File: src/rtl/instruction_fetch.sv
// Fetch stage: one outstanding imem read, results buffered toward decode.
// Define FETCH_MISALIGN_TRAP_EN to turn misaligned PCs into fault entries.
module instruction_fetch #(
    parameter int XLEN       = 32,
    parameter int FIFO_DEPTH = 2
) (
    input  logic            clk,
    input  logic            reset,
    input  logic [XLEN-1:0] pc,
    output logic            pc_count,
    input  logic            flush,
    output logic            imem_req_valid,
    input  logic            imem_req_ready,
    output logic [XLEN-1:0] imem_addr,
    input  logic            imem_rsp_valid,
    input  logic [XLEN-1:0] imem_rsp_data,
    output logic            instr_valid,
    input  logic            instr_ready,
    output logic [XLEN-1:0] instr_data,
    output logic [XLEN-1:0] instr_pc
`ifdef FETCH_MISALIGN_TRAP_EN
    ,
    output logic            instr_fault
`endif
);

    localparam int PW = $clog2(FIFO_DEPTH);
    localparam int CW = PW + 1;
    localparam logic [CW-1:0] FULL = CW'(FIFO_DEPTH);

    typedef enum logic [2:0] {
        S_IDLE,
        S_REQ,
        S_WAIT,
        S_DROP,
        S_STALL
    } state_t;

    state_t          state_q, state_d;
    logic [XLEN-1:0] addr_q, addr_d;
    logic [XLEN-1:0] data_mem [FIFO_DEPTH];
    logic [XLEN-1:0] pc_mem   [FIFO_DEPTH];
    logic [PW-1:0]   rd_ptr, wr_ptr;
    logic [CW-1:0]   count;
    logic            push, pop, credit;
    logic [XLEN-1:0] push_pc, push_data;
`ifdef FETCH_MISALIGN_TRAP_EN
    logic            push_fault;
    logic            fault_mem [FIFO_DEPTH];
`endif

    // Requests are only issued from IDLE, where nothing is outstanding
    assign credit      = count < FULL;
    assign pop         = instr_ready && (count != '0);
    assign instr_valid = count != '0;
    assign instr_data  = data_mem[rd_ptr];
    assign instr_pc    = pc_mem[rd_ptr];
    assign imem_addr   = addr_q;
`ifdef FETCH_MISALIGN_TRAP_EN
    assign instr_fault = fault_mem[rd_ptr];
`endif

    always_comb begin
        state_d        = state_q;
        addr_d         = addr_q;
        push           = 1'b0;
        push_pc        = addr_q;
        push_data      = imem_rsp_data;
        pc_count       = 1'b0;
        imem_req_valid = 1'b0;
`ifdef FETCH_MISALIGN_TRAP_EN
        push_fault     = 1'b0;
`endif
        unique case (state_q)
            S_IDLE: begin
                if (!flush && credit) begin
`ifdef FETCH_MISALIGN_TRAP_EN
                    if (pc[1:0] != 2'b00) begin
                        push       = 1'b1;
                        push_pc    = pc;
                        push_data  = '0;
                        push_fault = 1'b1;
                        state_d    = S_STALL;
                    end else begin
                        addr_d  = pc;
                        state_d = S_REQ;
                    end
`else
                    addr_d  = pc;
                    state_d = S_REQ;
`endif
                end
            end
            S_REQ: begin
                imem_req_valid = 1'b1;
                if (imem_req_ready) begin
                    pc_count = !flush;
                    state_d  = flush ? S_DROP : S_WAIT;
                end else if (flush) begin
                    state_d = S_IDLE;
                end
            end
            S_WAIT: begin
                if (imem_rsp_valid) begin
                    push    = !flush;
                    state_d = S_IDLE;
                end else if (flush) begin
                    state_d = S_DROP;
                end
            end
            S_DROP: begin
                if (imem_rsp_valid) state_d = S_IDLE;
            end
`ifdef FETCH_MISALIGN_TRAP_EN
            S_STALL: begin
                if (flush) state_d = S_IDLE;
            end
`endif
            default: state_d = S_IDLE;
        endcase
    end

    always_ff @(posedge clk or negedge reset) begin
        if (!reset) begin
            state_q <= S_IDLE;
            addr_q  <= '0;
        end else begin
            state_q <= state_d;
            addr_q  <= addr_d;
        end
    end

    always_ff @(posedge clk or negedge reset) begin
        if (!reset) begin
            rd_ptr <= '0;
            wr_ptr <= '0;
            count  <= '0;
            for (int i = 0; i < FIFO_DEPTH; i++) begin
                data_mem[i] <= '0;
                pc_mem[i]   <= '0;
`ifdef FETCH_MISALIGN_TRAP_EN
                fault_mem[i] <= 1'b0;
`endif
            end
        end else if (flush) begin
            rd_ptr <= '0;
            wr_ptr <= '0;
            count  <= '0;
        end else begin
            if (push) begin
                data_mem[wr_ptr] <= push_data;
                pc_mem[wr_ptr]   <= push_pc;
`ifdef FETCH_MISALIGN_TRAP_EN
                fault_mem[wr_ptr] <= push_fault;
`endif
                wr_ptr <= wr_ptr + PW'(1);
            end
            if (pop) rd_ptr <= rd_ptr + PW'(1);
            if (push && !pop) count <= count + CW'(1);
            else if (pop && !push) count <= count - CW'(1);
        end
    end

endmodule

File: config.mk
export PLATFORM = sky130hd
export DESIGN_NAME = instruction_fetch
export DESIGN_NICKNAME = d
export VERILOG_FILES = /design/src/rtl/instruction_fetch.sv
export SDC_FILE = /design/constraint.sdc
export NUM_CORES = 1
export LEC_CHECK = 0
export ABC_AREA = 1
export CAP_MARGIN = 30
export CORE_MARGIN = 4
export CORE_UTILIZATION = 50
export CTS_CLUSTER_DIAMETER = 150
export CTS_CLUSTER_SIZE = 16
export DETAILED_ROUTE_END_ITERATION = 12
export GPL_TIMING_DRIVEN = 0
export PLACE_DENSITY = 0.8
export SYNTH_ARGS = -nofsm -noshare
export SYNTH_HDL_FRONTEND = slang
export SYNTH_SLANG_ARGS = --single-unit
File: constraint.sdc
create_clock -name clk -period 1.8 [get_ports clk]
set_clock_uncertainty 0.2 [all_clocks]
set_input_delay 0.36 -clock clk [delete_from_list [all_inputs] [get_ports clk]]
set_output_delay 0.36 -clock clk [all_outputs]
set_load 0.01 [all_outputs]
==> Word-level counts from Yosys, hierarchy flattened <==
Cells that the tools add are included.
{ "word_totals": {"ff_bits": 167, "in_bits": 70, "output_inout_bits": 99, "word_cells": 73} }
{ "op_classes": {"n_addsub": 4, "n_lt_le_gt_ge": 4, "eq_ne": 7, "n_mux": 30, "bitwise_logic": 3, "n_reduce_logical": 16} }
{ "op_table": {"columns": ["operator", "count"], "rows": [
  ["two-way mux 32 bit", 7],
  ["bitwise mux 64 bit", 2],
  ["demux 32 bit (select 1 bit)", 1],
  ["two-way mux 3 bit", 6],
  ["case mux 3 bit (4 select lines)", 1],
  ["two-way mux 1 bit", 10],
  ["== test 3 x 2 -> 1 bit, second input constant", 2],
  ["two-way mux 2 bit", 3],
  ["!= test 3 bit, second input constant", 2],
  ["nonzero test 2 bit", 3],
  ["logical AND 1 bit", 5],
  ["greater-or-equal comparator 2 bit, second input constant", 2],
  ["!= test 2 bit, second input constant", 2],
  ["NOT 1 -> 2 bit", 2],
  ["AND reduction 2 bit", 2],
  ["AND reduction 4 bit", 1],
  ["== test 3 x 1 -> 1 bit, second input constant", 1],
  ["zero test 1 bit", 3],
  ["zero test 3 bit", 1],
  ["nonzero test 3 bit", 1],
  ["adder 1 bit, second input constant", 2],
  ["adder 2 x 1 -> 2 bit, second input constant", 1],
  ["< comparator 2 x 1 -> 1 bit, second input constant", 1],
  ["< comparator 2 bit, second input constant", 1],
  ["other kinds (2)", 2]
]} }

==> Logic depth before layout (Yosys ltp) <==
{ "logic_depth": {"word_depth": 8, "mapped_depth": 8, "ltp_nobuf": 7} }

==> Worst setup path before layout <==
OpenSTA, ideal clock, no wires.
{ "synth_timing": {"kind": "reg-to-output", "startpoint": "reg rd_ptr", "endpoint": "out instr_data[10]", "arrival_time_ns": 1.095, "t_required_ns": 1.240, "setup_slack_ns": 0.145, "path_stages_with_launch": 5, "path_buffers": 2, "cell_sequence": "dfrtp_1 -> clkbuf_1 -> buf_1 -> nand2_1 -> nand2_1"} }
{ "synth_via": {"elab_chain_len": 4} }
{ "synth_lines": {"columns": ["item", "line_no", "text"], "rows": [
  ["from (decl)", "43", "logic [PW-1:0] rd_ptr, wr_ptr;"],
  ["from (signal assigned)", "158", "if (pop) rd_ptr <= rd_ptr + PW'(1);"],
  ["NOT 1 -> 2 bit (not written as such)", "56", "assign instr_data = data_mem[rd_ptr];"],
  ["two-way mux 32 bit (not written as such) (3 in series)", "56", null],
  ["to (decl)", "19", "output logic [XLEN-1:0] instr_data,"]
]} }
No other way between the ends. The select of a mux whose other input is x is not followed.

==> Worst setup path after layout <==
{ "layout_timing": {"startpoint": "reg rd_ptr", "endpoint": "out instr_data[16]"} }
The elaborated chain is that of the path after synthesis.

==> impl_metrics.toml <==
[sta]
layout_setup_ws_ns = -0.376
relSlewSlack_pct = 57.7
rsz0062_at_grt = "yes"
worst_pin_slew_ns = 0.635
drv_slew = 0
whs_ns = 0.211
hold_viol_final = 0
max_freq_mhz = 460
setup_viol = 131
period_share_pct = 121
period_needed_ns = 2.18

[logic_synthesis]
ys_types = 20
ys_seq_elements = 166
syn-num-nets = 922
syn_area_sq_mm = 0.00736
netlist_instances = 852
yosysSeqAreaShare_pct = 56.5
syn_area_per_cell_sq_um = 8.64
yosysWarningCount = 0

[clocking]
insertion_delay_ns = 0.43
root_buffer = "clkbuf_16"
clock-sinks = 166
htreeDepth = 4
clk_pin_slew_ns = 0.06
clock_path_buffers = 2
cts_made_buffers = 17
cts_tree = "built"

[drt]
dr_total_vias = 6747
routed_wl_microns = 22900
drc_errors = 0
final_antenna_net_count = 0
post_drt_wl_per_cell_microns = 17.8
drtPass1Iterations = 5
vias_per_cell = 5.25
drt_iter0_markers = 481

[power]
p_int_uw = 11000
comb_power_share_pct = 44.9
p_sw_uw = 6660
p_leak_uw = 0.00589
p_sw_share_pct = 37.8
seqPwrFrac_pct = 35.7
design_power_total_uw = 17600
powerDensity_mw_per_mm2 = 1540
ir_drop_mv = 0.888
power.share.clock_pct = 19.4

[min_path]
min_path_type = "input pin to flip-flop"

[placement]
io_buffer_count = 168
place_ws_ns = -0.844
gp_congestion = 0.810
hpwl_microns = 12500
place_inst = 1205

[floorplan]
dieArea_sq_mm = 0.0167
die_x_microns = 129
die_y_microns = 129
rows = 44
pin_count = 169
core-area_sq_mm = 0.0145
start_util_pct = 50.8

[finish]
fin_nets = 1159
fillers = 908
drive_above_1_share_pct = 37.4
final_cells = 1286
final_common_cell = "nand2_1"
areaGrowthSynthToFinish_pct = 55.8
utilization_pct = 79.2
final_cell_mix = "196 x nand2_1, 164 x dfrtp_1, 90 x nand2_2"
n_antenna_cell = 0

[setup_path]
endpoint_kind = "output pin"
critPathArrivalTime_ns = 1.62
critPathKind = "flip-flop to output pin"
start_kind = "flip-flop"
cp.required_ns = 1.24
max_stage_delay_ns = 0.46
cpMostUsedCell = "nand2_1"
crit_path_cell_trace = "buf_8 > buf_4 > buf_6 > nand2_1 > nand2_1 > buf_2"
slowest_stage = "dfrtp_2"
worstPathMaxFanout = 5

[global_routing]
overflow = 0
grt_max_degree = 87
grtUsageTotal_pct = 23.8
grt_pass1_wl_microns = 31100
antenna_found_initial = 0
grt_pass1_vias = 6443

[flow_run]
cap_violations = 0

[status]
status = "finished, violations left"
violations = "setup timing"
## worst max-delay path: cells and delay by family (launching register included)
family,cells,cell delay (ns)
AND/OR/NAND/NOR,2,0.14
flip-flops,1,0.46
buffers and inverters,4,0.58
## stage by stage
stage / instance area [sq um] / setup TNS (ns)
after floorplan: 7360 / 0
after global routing: 11500 / -28.80
after detailed placement: 9300 / -111.17
after global placement: 9270 / -1186.25
after CTS: 10100 / -19.83
final: 11500 / -24.16
## final timing paths
| kind | endpoint | startpoint | depth (start not counted) | slack [ns] |
|---|---|---|---|---|
| max | instr_data[16] | rd_ptr | 6 | -0.38 |
| min reg2reg | data_mem[40] | data_mem[40] | 2 | 0.28 |
| min | state_q[1] | imem_rsp_valid | 4 | 0.21 |
| max reg2reg | data_mem[47] | state_q[1] | 8 | -0.12 |
| min in group asynchronous | imem_addr[4] | reset | 2 | 0.29 |
| max in group asynchronous | rd_ptr | reset | 3 | 0.25 |
## repair_timing
item,4_1_cts,5_1_grt
endpoints found under the hold margin,80,0
pin swaps,26,28
endpoints found under the setup margin,146,224
hold buffers,1,0
cloned,4,19
setup buffers,16,9
resized for setup,399,265
## per-layer routing
layer | vias up | GRT usage [%] | part of all wire [%]
met1 | 3338 | 31.0 | 41
li1 | 3147 | - | -
met3 | 50 | 5.61 | 5.9
met2 | 212 | 39.6 | 51
met4 | 0 | 7.84 | 2.3
met5 | - | 0 | 0
## state kept, by name (all words and copies together) (netlist names)
register and cells:
count 2, imem_addr 32, state_q 2, wr_ptr 1
pc_mem 64, data_mem 64, rd_ptr 1
## power groups by stage
| stage | combinational (uW) | clock (uW) | sequential [uW] |
|---|---|---|---|
| after detailed placement | 6480 | 0 | 5910 |
| final | 7900 | 3420 | 6290 |
| after global routing | 8560 | 3620 | 6460 |
| after CTS | 6370 | 3430 | 5870 |
| after floorplan | 3210 | 0 | 5940 |
| after global placement | 6370 | 0 | 5870 |
## Yosys cell counts
| cell | instances | share of area (%) |
|---|---|---|
| nand4_1 | 2 | 0.17 |
| buf_2 | 4 | 0.27 |
| clkbuf_1 | 16 | 0.82 |
| dfrtp_1 | 166 | 56 |
| nor2_4 | 1 | 0.15 |
| nand3_2 | 1 | 0.14 |
| nand2_2 | 1 | 0.085 |
| inv_2 | 3 | 0.15 |
| o21ai_0 | 58 | 3.9 |
| o21ai_2 | 55 | 6.5 |
| or2_4 | 1 | 0.12 |
| nand2_1 | 342 | 17 |
| buf_6 | 20 | 3.1 |
| a21oi_1 | 33 | 2.2 |
| buf_4 | 6 | 0.61 |
| inv_1 | 73 | 3.7 |
| o21ai_1 | 22 | 1.5 |
| nor2_1 | 40 | 2.0 |
| buf_1 | 1 | 0.051 |
| nand3_1 | 7 | 0.48 |
## layout make-up
cell class / instances / area (sq um) / share of cell area, %
flip-flops and latches: 166 / 4160 / 36.2
multi-input cells: 563 / 3280 / 28.6
repair buffers: 218 / 2270 / 19.8
plain buffers: 47 / 693 / 6.04
clock buffers: 24 / 472 / 4.11
inverters: 76 / 293 / 2.55
well taps: 184 / 230 / 2.01
clock inverters: 8 / 75.1 / 0.655
## kinds of logic after synthesis
kind of cell	after synthesis	share of synthesized area [%]
buf+inv	123	8.69
simple gates	395	20.6
compound gates	168	14.2
flops	166	56.5
(Power assumes the default switching activity.)
